### config.mk
export PLATFORM = sky130hd
export DESIGN_NAME = cdb_arbiter
export DESIGN_NICKNAME = d
export VERILOG_FILES = /design/src/rtl/expipe_pkg.sv /design/src/rtl/cdb_arbiter_rr_arbiter.sv /design/src/rtl/cdb_arbiter.sv
export SDC_FILE = /design/constraint.sdc
export NUM_CORES = 1
export LEC_CHECK = 0
export CORE_AREA = 2 2 151 153
export DETAILED_ROUTE_END_ITERATION = 8
export DIE_AREA = 0 0 153 155
export PLACE_DENSITY_LB_ADDON = 0.25
export SLEW_MARGIN = 10
export SYNTH_ARGS = -nofsm -noshare
export SYNTH_HDL_FRONTEND = slang
export SYNTH_SLANG_ARGS = --single-unit
### constraint.sdc
create_clock -name clk_i -period 3.8 [get_ports clk_i]
set_input_delay 0.38 -clock clk_i [delete_from_list [all_inputs] [get_ports clk_i]]
set_output_delay 0.38 -clock clk_i [all_outputs]
set_load 0.02 [all_outputs]
### src/rtl/expipe_pkg.sv
// Shared execution-pipeline types for the common data bus: widths, source count
// and the result record carried from each requester into the broadcast register.
package expipe_pkg;

  localparam int XLEN           = 64;
  localparam int ROB_IDX_LEN    = 5;
  localparam int ROB_EXCEPT_LEN = 4;
  localparam int CDB_N_SRC      = 4;

  typedef struct packed {
    logic [ROB_IDX_LEN-1:0]    rob_idx;
    logic [XLEN-1:0]           value;
    logic                      except_raised;
    logic [ROB_EXCEPT_LEN-1:0] except_code;
  } cdb_data_t;

endpackage

### src/rtl/cdb_arbiter_rr_arbiter.sv
// Round-robin arbiter: priority encoder on a request vector rotated by ptr_q.
// With CDB_FIXED_PRIO_EN defined it collapses to a plain lowest-index priority encoder.
module rr_arbiter #(
  parameter int N = 4
) (
  input  logic                                  clk_i,
  input  logic                                  rst_n_i,
  input  logic [N-1:0]                          req,
  input  logic                                  advance,
  input  logic                                  flush,
  output logic [N-1:0]                          grant,
  output logic [((N > 1) ? $clog2(N) : 1)-1:0]  winner,
  output logic                                  valid
);

  localparam int W = (N > 1) ? $clog2(N) : 1;

  logic [N-1:0] enc_in;
  logic [W-1:0] enc_idx;

  always_comb begin
    valid   = 1'b0;
    enc_idx = '0;
    for (int i = N - 1; i >= 0; i--) begin
      if (enc_in[i]) begin
        valid   = 1'b1;
        enc_idx = W'(i);
      end
    end
  end

`ifdef CDB_FIXED_PRIO_EN
  logic unused_fixed;
  assign unused_fixed = ^{clk_i, rst_n_i, advance, flush};
  assign enc_in       = req;
  assign winner       = enc_idx;
`else
  logic [W-1:0] ptr_q;
  logic [W:0]   rot_sum;
  logic [W:0]   win_sum;

  // Sums stay one bit wider so the modulo-N wrap also works for non-power-of-2 N.
  always_comb begin
    enc_in  = '0;
    rot_sum = '0;
    for (int k = 0; k < N; k++) begin
      rot_sum = {1'b0, ptr_q} + (W+1)'(k);
      if (rot_sum >= (W+1)'(N)) rot_sum = rot_sum - (W+1)'(N);
      enc_in[k] = req[rot_sum[W-1:0]];
    end
  end

  always_comb begin
    win_sum = {1'b0, ptr_q} + {1'b0, enc_idx};
    if (win_sum >= (W+1)'(N)) win_sum = win_sum - (W+1)'(N);
    winner = win_sum[W-1:0];
  end

  always_ff @(posedge clk_i or negedge rst_n_i) begin
    if (!rst_n_i) begin
      ptr_q <= '0;
    end else if (flush) begin
      ptr_q <= '0;
    end else if (advance) begin
      ptr_q <= (winner == W'(N - 1)) ? '0 : winner + W'(1);
    end
  end
`endif

  always_comb begin
    grant = '0;
    if (valid) grant[winner] = 1'b1;
  end

endmodule

### src/rtl/cdb_arbiter.sv
// Common data bus arbiter: grants one requester per cycle into a single broadcast
// register that stalls on ROB backpressure. CDB_FIXED_PRIO_EN selects fixed priority.
module cdb_arbiter #(
  parameter int N_SRC          = expipe_pkg::CDB_N_SRC,
  parameter int XLEN           = expipe_pkg::XLEN,
  parameter int ROB_IDX_LEN    = expipe_pkg::ROB_IDX_LEN,
  parameter int ROB_EXCEPT_LEN = expipe_pkg::ROB_EXCEPT_LEN
) (
  input  logic                                 clk_i,
  input  logic                                 rst_n_i,
  input  logic                                 flush_i,
  input  logic [N_SRC-1:0]                     valid_i,
  output logic [N_SRC-1:0]                     ready_o,
  input  logic [N_SRC-1:0][ROB_IDX_LEN-1:0]    idx_i,
  input  logic [N_SRC-1:0][XLEN-1:0]           data_i,
  input  logic [N_SRC-1:0]                     except_raised_i,
  input  logic [N_SRC-1:0][ROB_EXCEPT_LEN-1:0] except_code_i,
  input  logic                                 rob_ready_i,
  output logic                                 cdb_valid_o,
  output logic [ROB_IDX_LEN-1:0]               cdb_idx_o,
  output logic [XLEN-1:0]                      cdb_data_o,
  output logic                                 cdb_except_raised_o,
  output logic [ROB_EXCEPT_LEN-1:0]            cdb_except_o
);

  import expipe_pkg::*;

  localparam int W = (N_SRC > 1) ? $clog2(N_SRC) : 1;

  logic [N_SRC-1:0] arb_grant;
  logic [W-1:0]     arb_winner;
  logic             arb_valid;
  logic             can_load;
  logic             load_en;
  logic             transfer;
  logic             cdb_valid_q;
  cdb_data_t        cdb_q;
  cdb_data_t        sel;

  assign can_load = !cdb_valid_q || rob_ready_i;
  assign load_en  = can_load && !flush_i;
  assign ready_o  = load_en ? arb_grant : '0;
  assign transfer = load_en && arb_valid;

  rr_arbiter #(.N(N_SRC)) u_rr_arbiter (
    .clk_i   (clk_i),
    .rst_n_i (rst_n_i),
    .req     (valid_i),
    .advance (transfer),
    .flush   (flush_i),
    .grant   (arb_grant),
    .winner  (arb_winner),
    .valid   (arb_valid)
  );

  always_comb begin
    sel.rob_idx       = idx_i[arb_winner];
    sel.value         = data_i[arb_winner];
    sel.except_raised = except_raised_i[arb_winner];
    sel.except_code   = except_code_i[arb_winner];
  end

  // Data fields are left untouched on flush and drain; only the valid bit matters then.
  always_ff @(posedge clk_i or negedge rst_n_i) begin
    if (!rst_n_i) begin
      cdb_valid_q <= 1'b0;
      cdb_q       <= '0;
    end else if (flush_i) begin
      cdb_valid_q <= 1'b0;
    end else if (can_load) begin
      cdb_valid_q <= arb_valid;
      if (arb_valid) cdb_q <= sel;
    end
  end

  assign cdb_valid_o         = cdb_valid_q;
  assign cdb_idx_o           = cdb_q.rob_idx;
  assign cdb_data_o          = cdb_q.value;
  assign cdb_except_raised_o = cdb_q.except_raised;
  assign cdb_except_o        = cdb_q.except_code;

`ifndef SYNTHESIS
  a_ready_onehot: assert property (@(posedge clk_i) disable iff (!rst_n_i)
    $onehot0(ready_o));

  a_valid_known: assert property (@(posedge clk_i) disable iff (!rst_n_i)
    !$isunknown(cdb_valid_o));

  for (genvar s = 0; s < N_SRC; s++) begin : g_src_stable
    a_fields_stable: assert property (@(posedge clk_i) disable iff (!rst_n_i)
      (valid_i[s] && !ready_o[s] && !flush_i) |=>
      (!valid_i[s] || ($stable(idx_i[s]) && $stable(data_i[s]) &&
                       $stable(except_raised_i[s]) && $stable(except_code_i[s]))));
  end
`endif

endmodule

==> results.sh, run 1 <==
export IMPL_hpwlAfterDp_um=20920
export IMPL_vias=8564
export IMPL_synthFlopType="dfrtp_1"
export IMPL_crit_path_max_incr_delay_ns=0.64
export IMPL_syn_instance_count=844
export IMPL_report_final_slew_viol_count=0
export IMPL_cellLeakagePower_nw=4.847
export IMPL_cp_end_kind="output port"
export IMPL_grt_pass1_wl_um=47600
export IMPL_drive_gt1_frac=0.1205
export IMPL_ys_ff_latch=77
export IMPL_max_clock_freq_mhz=279.8
export IMPL_core_area_mm2=0.02223
export IMPL_io_pins=383
export IMPL_area_delta_synth_final_pct=57.75
export IMPL_final_common_cell="clkdlybuf4s50_1"
export IMPL_fin_area_mm2=0.01203
export IMPL_grt_overflow=0
export IMPL_firstDrtPassIters=4
export IMPL_cp_data_arrival_time_ns=3.19
export IMPL_fin_nets=1470
export IMPL_place_area_mm2=0.01168
export IMPL_syn_area_per_cell_um2=9.034
export IMPL_cts_tree="built"
export IMPL_gp_congestion=0.8137
export IMPL_clockBufferDepth=2
export IMPL_start_kind="input port"
export IMPL_required_ns=3.42
export IMPL_clock_latency_ns=0.35
export IMPL_netlist_area_leader_share=0.2527
export IMPL_die_height_um=155
export IMPL_layout_common_cells="380 x clkdlybuf4s50_1, 116 x mux2i_1, 77 x dfrtp_1"
export IMPL_fin_skew_ns=0.01009
export IMPL_post_cts_resized=0
export IMPL_startpoint="valid_i[0]"
export IMPL_syn_nets=1149
export IMPL_maxCapViolations=0
export IMPL_die_width_um=153
export IMPL_post_route_period_util=0.9404
export IMPL_grt_max_degree=93
export IMPL_status="completed"
export IMPL_path_clk_slew_ns=0.07
export IMPL_postRouteAntennaNets=0
export IMPL_crit_fanout=13
export IMPL_crit_slowest_cell="clkdlybuf4s50_1"
export IMPL_fin_ws_ns=0.2265
export IMPL_r2r_start="u_rr_arbiter.ptr_q[1]$_DFFE_PN0P_"
export IMPL_maxSlewHeadroom=0.3683
export IMPL_seq_area_frac_synth=0.2527
export IMPL_synth_largest_area_cell="dfrtp_1"
export IMPL_syn_area_mm2=0.007625
export IMPL_rows=55
export IMPL_post_cts_buffers=0
export IMPL_clock_sinks=77
export IMPL_insertedDiodeCount=0
export IMPL_routedWlPerCell_um=20.89
export IMPL_ys_types=48
export IMPL_place_inst=1439
export IMPL_final_cells=1455
export IMPL_grt_usage=0.2470
export IMPL_hold_violations=0
export IMPL_netlist_top_cells_area="dfrtp_1 25%, mux2i_1 15%, o211ai_2 6.7%"
export IMPL_p_total_mw=7.932
export IMPL_drt_initial_drc_count=483
export IMPL_finalSetupViolCount=0
export IMPL_crit_type="in -> out"
export IMPL_period_needed_ns=3.574
export IMPL_numCtsBuffers=9
export IMPL_post_place_ws_ns=0.1498
export IMPL_rsz0062_at_grt="false"
export IMPL_cts_hold_buf=0
export IMPL_drt_total_wl_um=30400
export IMPL_die_area_mm2=0.02372
export IMPL_power_density_mw_per_mm2=659.5
export IMPL_portBuffers=382
export IMPL_synthArstFlopShare=1.000
export IMPL_drc_errors=0
export IMPL_drt_vias_per_instance=5.886
export IMPL_crit_path_cell_trace="clkdlybuf4s50_1 > a21o_1 > a21oi_1 > nor3_1 > a21oi_1 > ha_4 > xnor3_1 > nor3_1 > clkdlybuf4s50_1"
export IMPL_hold_ws_ns=0.1504
export IMPL_hold_class="in -> async"
export IMPL_worst_pin_slew_ns=0.9476
export IMPL_ir_drop_mv=0.3561
export IMPL_synth_edff_count=0
export IMPL_antenna_found_initial=0
export IMPL_grt_pass1_vias=8494
export IMPL_final_core_util=0.5411
export IMPL_root_buffer="clkbuf_16"
export IMPL_synth_warnings=0
export IMPL_htreeDepth=3
export IMPL_start_util=0.3430
export IMPL_setup_tns_ns=0
[final timing paths]
path | end | slack, ns | cells past startpoint
max in group asynchronous | cdb_data_o[62]$_DFFE_PN0P_ | 2.86 | 2
setup / recovery | ready_o[2] | 0.23 | 9
min in group clk_i | cdb_idx_o[4]$_DFFE_PN0P_ | 0.54 | 2
hold / removal | cdb_data_o[2]$_DFFE_PN0P_ | 0.15 | 1
setup reg to reg | cdb_data_o[41]$_DFFE_PN0P_ | 0.87 | 11
hold reg to reg | cdb_idx_o[4]$_DFFE_PN0P_ | 0.54 | 2
[cells in the mapped netlist (2+ instances only)]
library cell  number
or4_1              2
nand4_1           34
nor2_1            46
buf_2             38
nor2b_1            4
buf_6              8
a21o_1             4
nand3_1           44
clkbuf_1          52
mux2i_1          116
a211o_1           32
nand2_1           36
a221oi_1          42
o311ai_0          32
nand2b_1           3
inv_1              2
o211ai_2          41
nor3_1            35
buf_1              4
o211ai_1           2
nor3b_1           48
a21oi_1            5
a211oi_1          43
and3_1            32
mux2_2            32
a22o_1             3
buf_4              7
dfrtp_1           77
[cell families after synthesis]
logic type	synth area share
flops	0.2527
xor+xnor	0.002954
buf+inv	0.07220
compound gates	0.2532
fa+ha+maj	0.001641
mux	0.2015
simple gates	0.2158
[metal layers]
metal / up-vias / part of all wire / GRT usage
li1: 3982 / - / -
met1: 4126 / 0.40 / 0.3104
met2: 428 / 0.50 / 0.4331
met3: 28 / 0.078 / 0.04958
met4: 0 / 0.015 / 0.06614
met5: - / 0 / 0
[registers in the layout, summed over array words and instances (netlist names)]
register             flops
cdb_data_o              64
cdb_idx_o                5
cdb_except_o             4
u_rr_arbiter.ptr_q       2
cdb_except_raised_o      1
cdb_valid_o              1
[worst max-delay path, delay by kind of cell]
family          cells  cell delay, ns
compound gates      3            0.59
xor+xnor            1            0.48
fa+ha+maj           1            0.27
buf+inv             2            1.16
simple gates        2            0.29
[area by class of cell]
class / instances / area [µm²]
sequential: 77 / 1927
fill: 2108 / 10200
tap: 285 / 356.6
clock buffer: 12 / 246.5
timing repair buffer: 419 / 4189
inverter: 2 / 7.507
clock inverter: 4 / 95.09
multi-input combinational: 656 / 5206
[power by group]
group	total (mW)	switching, mW	leakage (nW)	internal [mW]
clock network	1.05	0.390	0.167	0.661
logic	5.45	2.89	3.73	2.56
registers	1.43	0.223	0.952	1.21
total	7.93	3.50	4.85	4.43
No activity file was read; power rests on OpenSTA's default activity.
==> run 2: changes to the inputs <==
--- a/config.mk
+++ b/config.mk
@@ -8,6 +8,7 @@
 export CORE_AREA = 2 2 151 153
 export DETAILED_ROUTE_END_ITERATION = 8
 export DIE_AREA = 0 0 153 155
+export HOLD_SLACK_MARGIN = 0.1
 export PLACE_DENSITY_LB_ADDON = 0.25
 export SLEW_MARGIN = 10
 export SYNTH_ARGS = -nofsm -noshare
==> results of run 2 <==
Final layout, timing and power as in run 1 (identical DEF).
==> run 3: changes to the inputs <==
--- a/config.mk
+++ b/config.mk
@@ -10,7 +10,7 @@
 export DIE_AREA = 0 0 153 155
 export HOLD_SLACK_MARGIN = 0.1
 export PLACE_DENSITY_LB_ADDON = 0.25
-export SLEW_MARGIN = 10
+export SLEW_MARGIN = 0
 export SYNTH_ARGS = -nofsm -noshare
 export SYNTH_HDL_FRONTEND = slang
 export SYNTH_SLANG_ARGS = --single-unit
==> constraint.sdc (replaced) <==
create_clock -name clk_i -period 4 [get_ports clk_i]
set_input_delay 0.4 -clock clk_i [delete_from_list [all_inputs] [get_ports clk_i]]
set_output_delay 0.4 -clock clk_i [all_outputs]
set_load 0.02 [all_outputs]
==> results.sh, run 3 (synthesis results as in run 1) <==
export IMPL_rsz0062_at_grt="false"
export IMPL_final_cells=1447
export IMPL_clock_sinks=77
export IMPL_post_place_ws_ns=0.1655
export IMPL_final_core_util=0.5362
export IMPL_post_cts_buffers=0
export IMPL_clockBufferDepth=2
export IMPL_worst_pin_slew_ns=1.024
export IMPL_period_needed_ns=3.800
export IMPL_layout_common_cells="381 x clkdlybuf4s50_1, 116 x mux2i_1, 77 x dfrtp_1"
export IMPL_cellLeakagePower_nw=4.777
export IMPL_finalSetupViolCount=0
export IMPL_power_density_mw_per_mm2=612.7
export IMPL_gp_congestion=0.7788
export IMPL_numCtsBuffers=9
export IMPL_maxSlewHeadroom=0.3172
export IMPL_drt_vias_per_instance=5.842
export IMPL_postRouteAntennaNets=0
export IMPL_status="completed"
export IMPL_cp_end_kind="output port"
export IMPL_place_inst=1433
export IMPL_core_area_mm2=0.02223
export IMPL_fin_skew_ns=0.007808
export IMPL_fin_nets=1464
export IMPL_grt_max_degree=91
export IMPL_report_final_slew_viol_count=0
export IMPL_die_height_um=155
export IMPL_start_util=0.3430
export IMPL_vias=8453
export IMPL_insertedDiodeCount=0
export IMPL_portBuffers=382
export IMPL_crit_type="in -> out"
export IMPL_path_clk_slew_ns=0.07
export IMPL_ir_drop_mv=0.5124
export IMPL_largest_reg_flops=64
export IMPL_grt_pass1_vias=8308
export IMPL_htreeDepth=3
export IMPL_setup_tns_ns=0
export IMPL_die_area_mm2=0.02372
export IMPL_clock_latency_ns=0.34
export IMPL_hold_class="in -> async"
export IMPL_rows=55
export IMPL_grt_pass1_wl_um=46830
export IMPL_maxCapViolations=0
export IMPL_fin_ws_ns=0.2002
export IMPL_required_ns=3.60
export IMPL_root_buffer="clkbuf_16"
export IMPL_crit_fanout=13
export IMPL_routedWlPerCell_um=20.83
export IMPL_antenna_found_initial=0
export IMPL_cts_tree="built"
export IMPL_post_route_period_util=0.9500
export IMPL_final_common_cell="clkdlybuf4s50_1"
export IMPL_die_width_um=153
export IMPL_drt_total_wl_um=30140
export IMPL_cts_hold_buf=0
export IMPL_area_delta_synth_final_pct=56.30
export IMPL_hpwlAfterDp_um=21130
export IMPL_firstDrtPassIters=5
export IMPL_hold_violations=0
export IMPL_drt_initial_drc_count=450
export IMPL_io_pins=383
export IMPL_drive_gt1_frac=0.1153
export IMPL_drc_errors=0
export IMPL_grt_overflow=0
export IMPL_cp_data_arrival_time_ns=3.40
export IMPL_max_clock_freq_mhz=263.2
export IMPL_grt_usage=0.2440
export IMPL_post_cts_resized=0
export IMPL_start_kind="input port"
## run 3: cell count changes in the layout (fill, tap and decap cells not counted), sizes merged
cell           before  now
bufinv              3    0
clkdlybuf4s50     380  381
buf                38   32
dlymetal6s2s        1    0
clkinv              1    2
## run 3: final cells by class
type                            count  area [µm²]
Sequential cell                    77        1927
Timing Repair Buffer              413        4154
Fill cell                        2064       10310
Tap cell                          285       356.6
Multi-Input combinational cell    656        5206
Inverter                            2       7.507
Clock inverter                      2       10.01
Clock buffer                       12       256.5
## run 3: power by group
group	leakage, nW	total, mW	switching, mW	internal (mW)
Sequential	0.952	1.36	0.211	1.15
Clock	0.134	0.787	0.340	0.447
Combinational	3.69	5.15	2.74	2.41
## run 3: layer usage
metal  up-vias  part of all wire  global-route usage
met5         -                 0                   0
met4         0             0.018             0.06305
met3        25             0.081             0.05348
met2       409              0.50              0.4209
met1      4059              0.41              0.3105
li1       3960                 -                   -
## run 3: critical path: stages
cell and delay, ns:
clkdlybuf4s50_1 0.68, o21ai_0 0.15, a21oi_1 0.14, a31oi_1 0.05, a21oi_1 0.29, ha_4 0.27
xnor3_1 0.48, nor3b_1 0.24, clkdlybuf4s50_1 0.70
## run 3: per-stage QoR
stage	area (µm²)	hold WS (ns)	total power [mW]
detailed placement	11650	0.5134	6.539
global placement	11650	0.5111	6.506
finish	11920	0.1473	7.302
CTS	11920	0.1818	7.346
global route	11920	0.2059	7.740
floorplan	7625	0.1044	4.593
## run 3: worst paths after layout
check | start | to | slack, ns | depth (start not counted)
max | valid_i[2] | ready_o[3] | 0.20 | 9
min | rst_n_i | cdb_data_o[2]$_DFFE_PN0P_ | 0.15 | 1
max reg2reg | u_rr_arbiter.ptr_q[1]$_DFFE_PN0P_ | cdb_data_o[58]$_DFFE_PN0P_ | 1.03 | 11
min reg2reg | cdb_data_o[61]$_DFFE_PN0P_ | cdb_data_o[61]$_DFFE_PN0P_ | 0.52 | 2
max in group asynchronous | rst_n_i | cdb_data_o[48]$_DFFE_PN0P_ | 3.01 | 2
min in group clk_i | cdb_data_o[61]$_DFFE_PN0P_ | cdb_data_o[61]$_DFFE_PN0P_ | 0.52 | 2
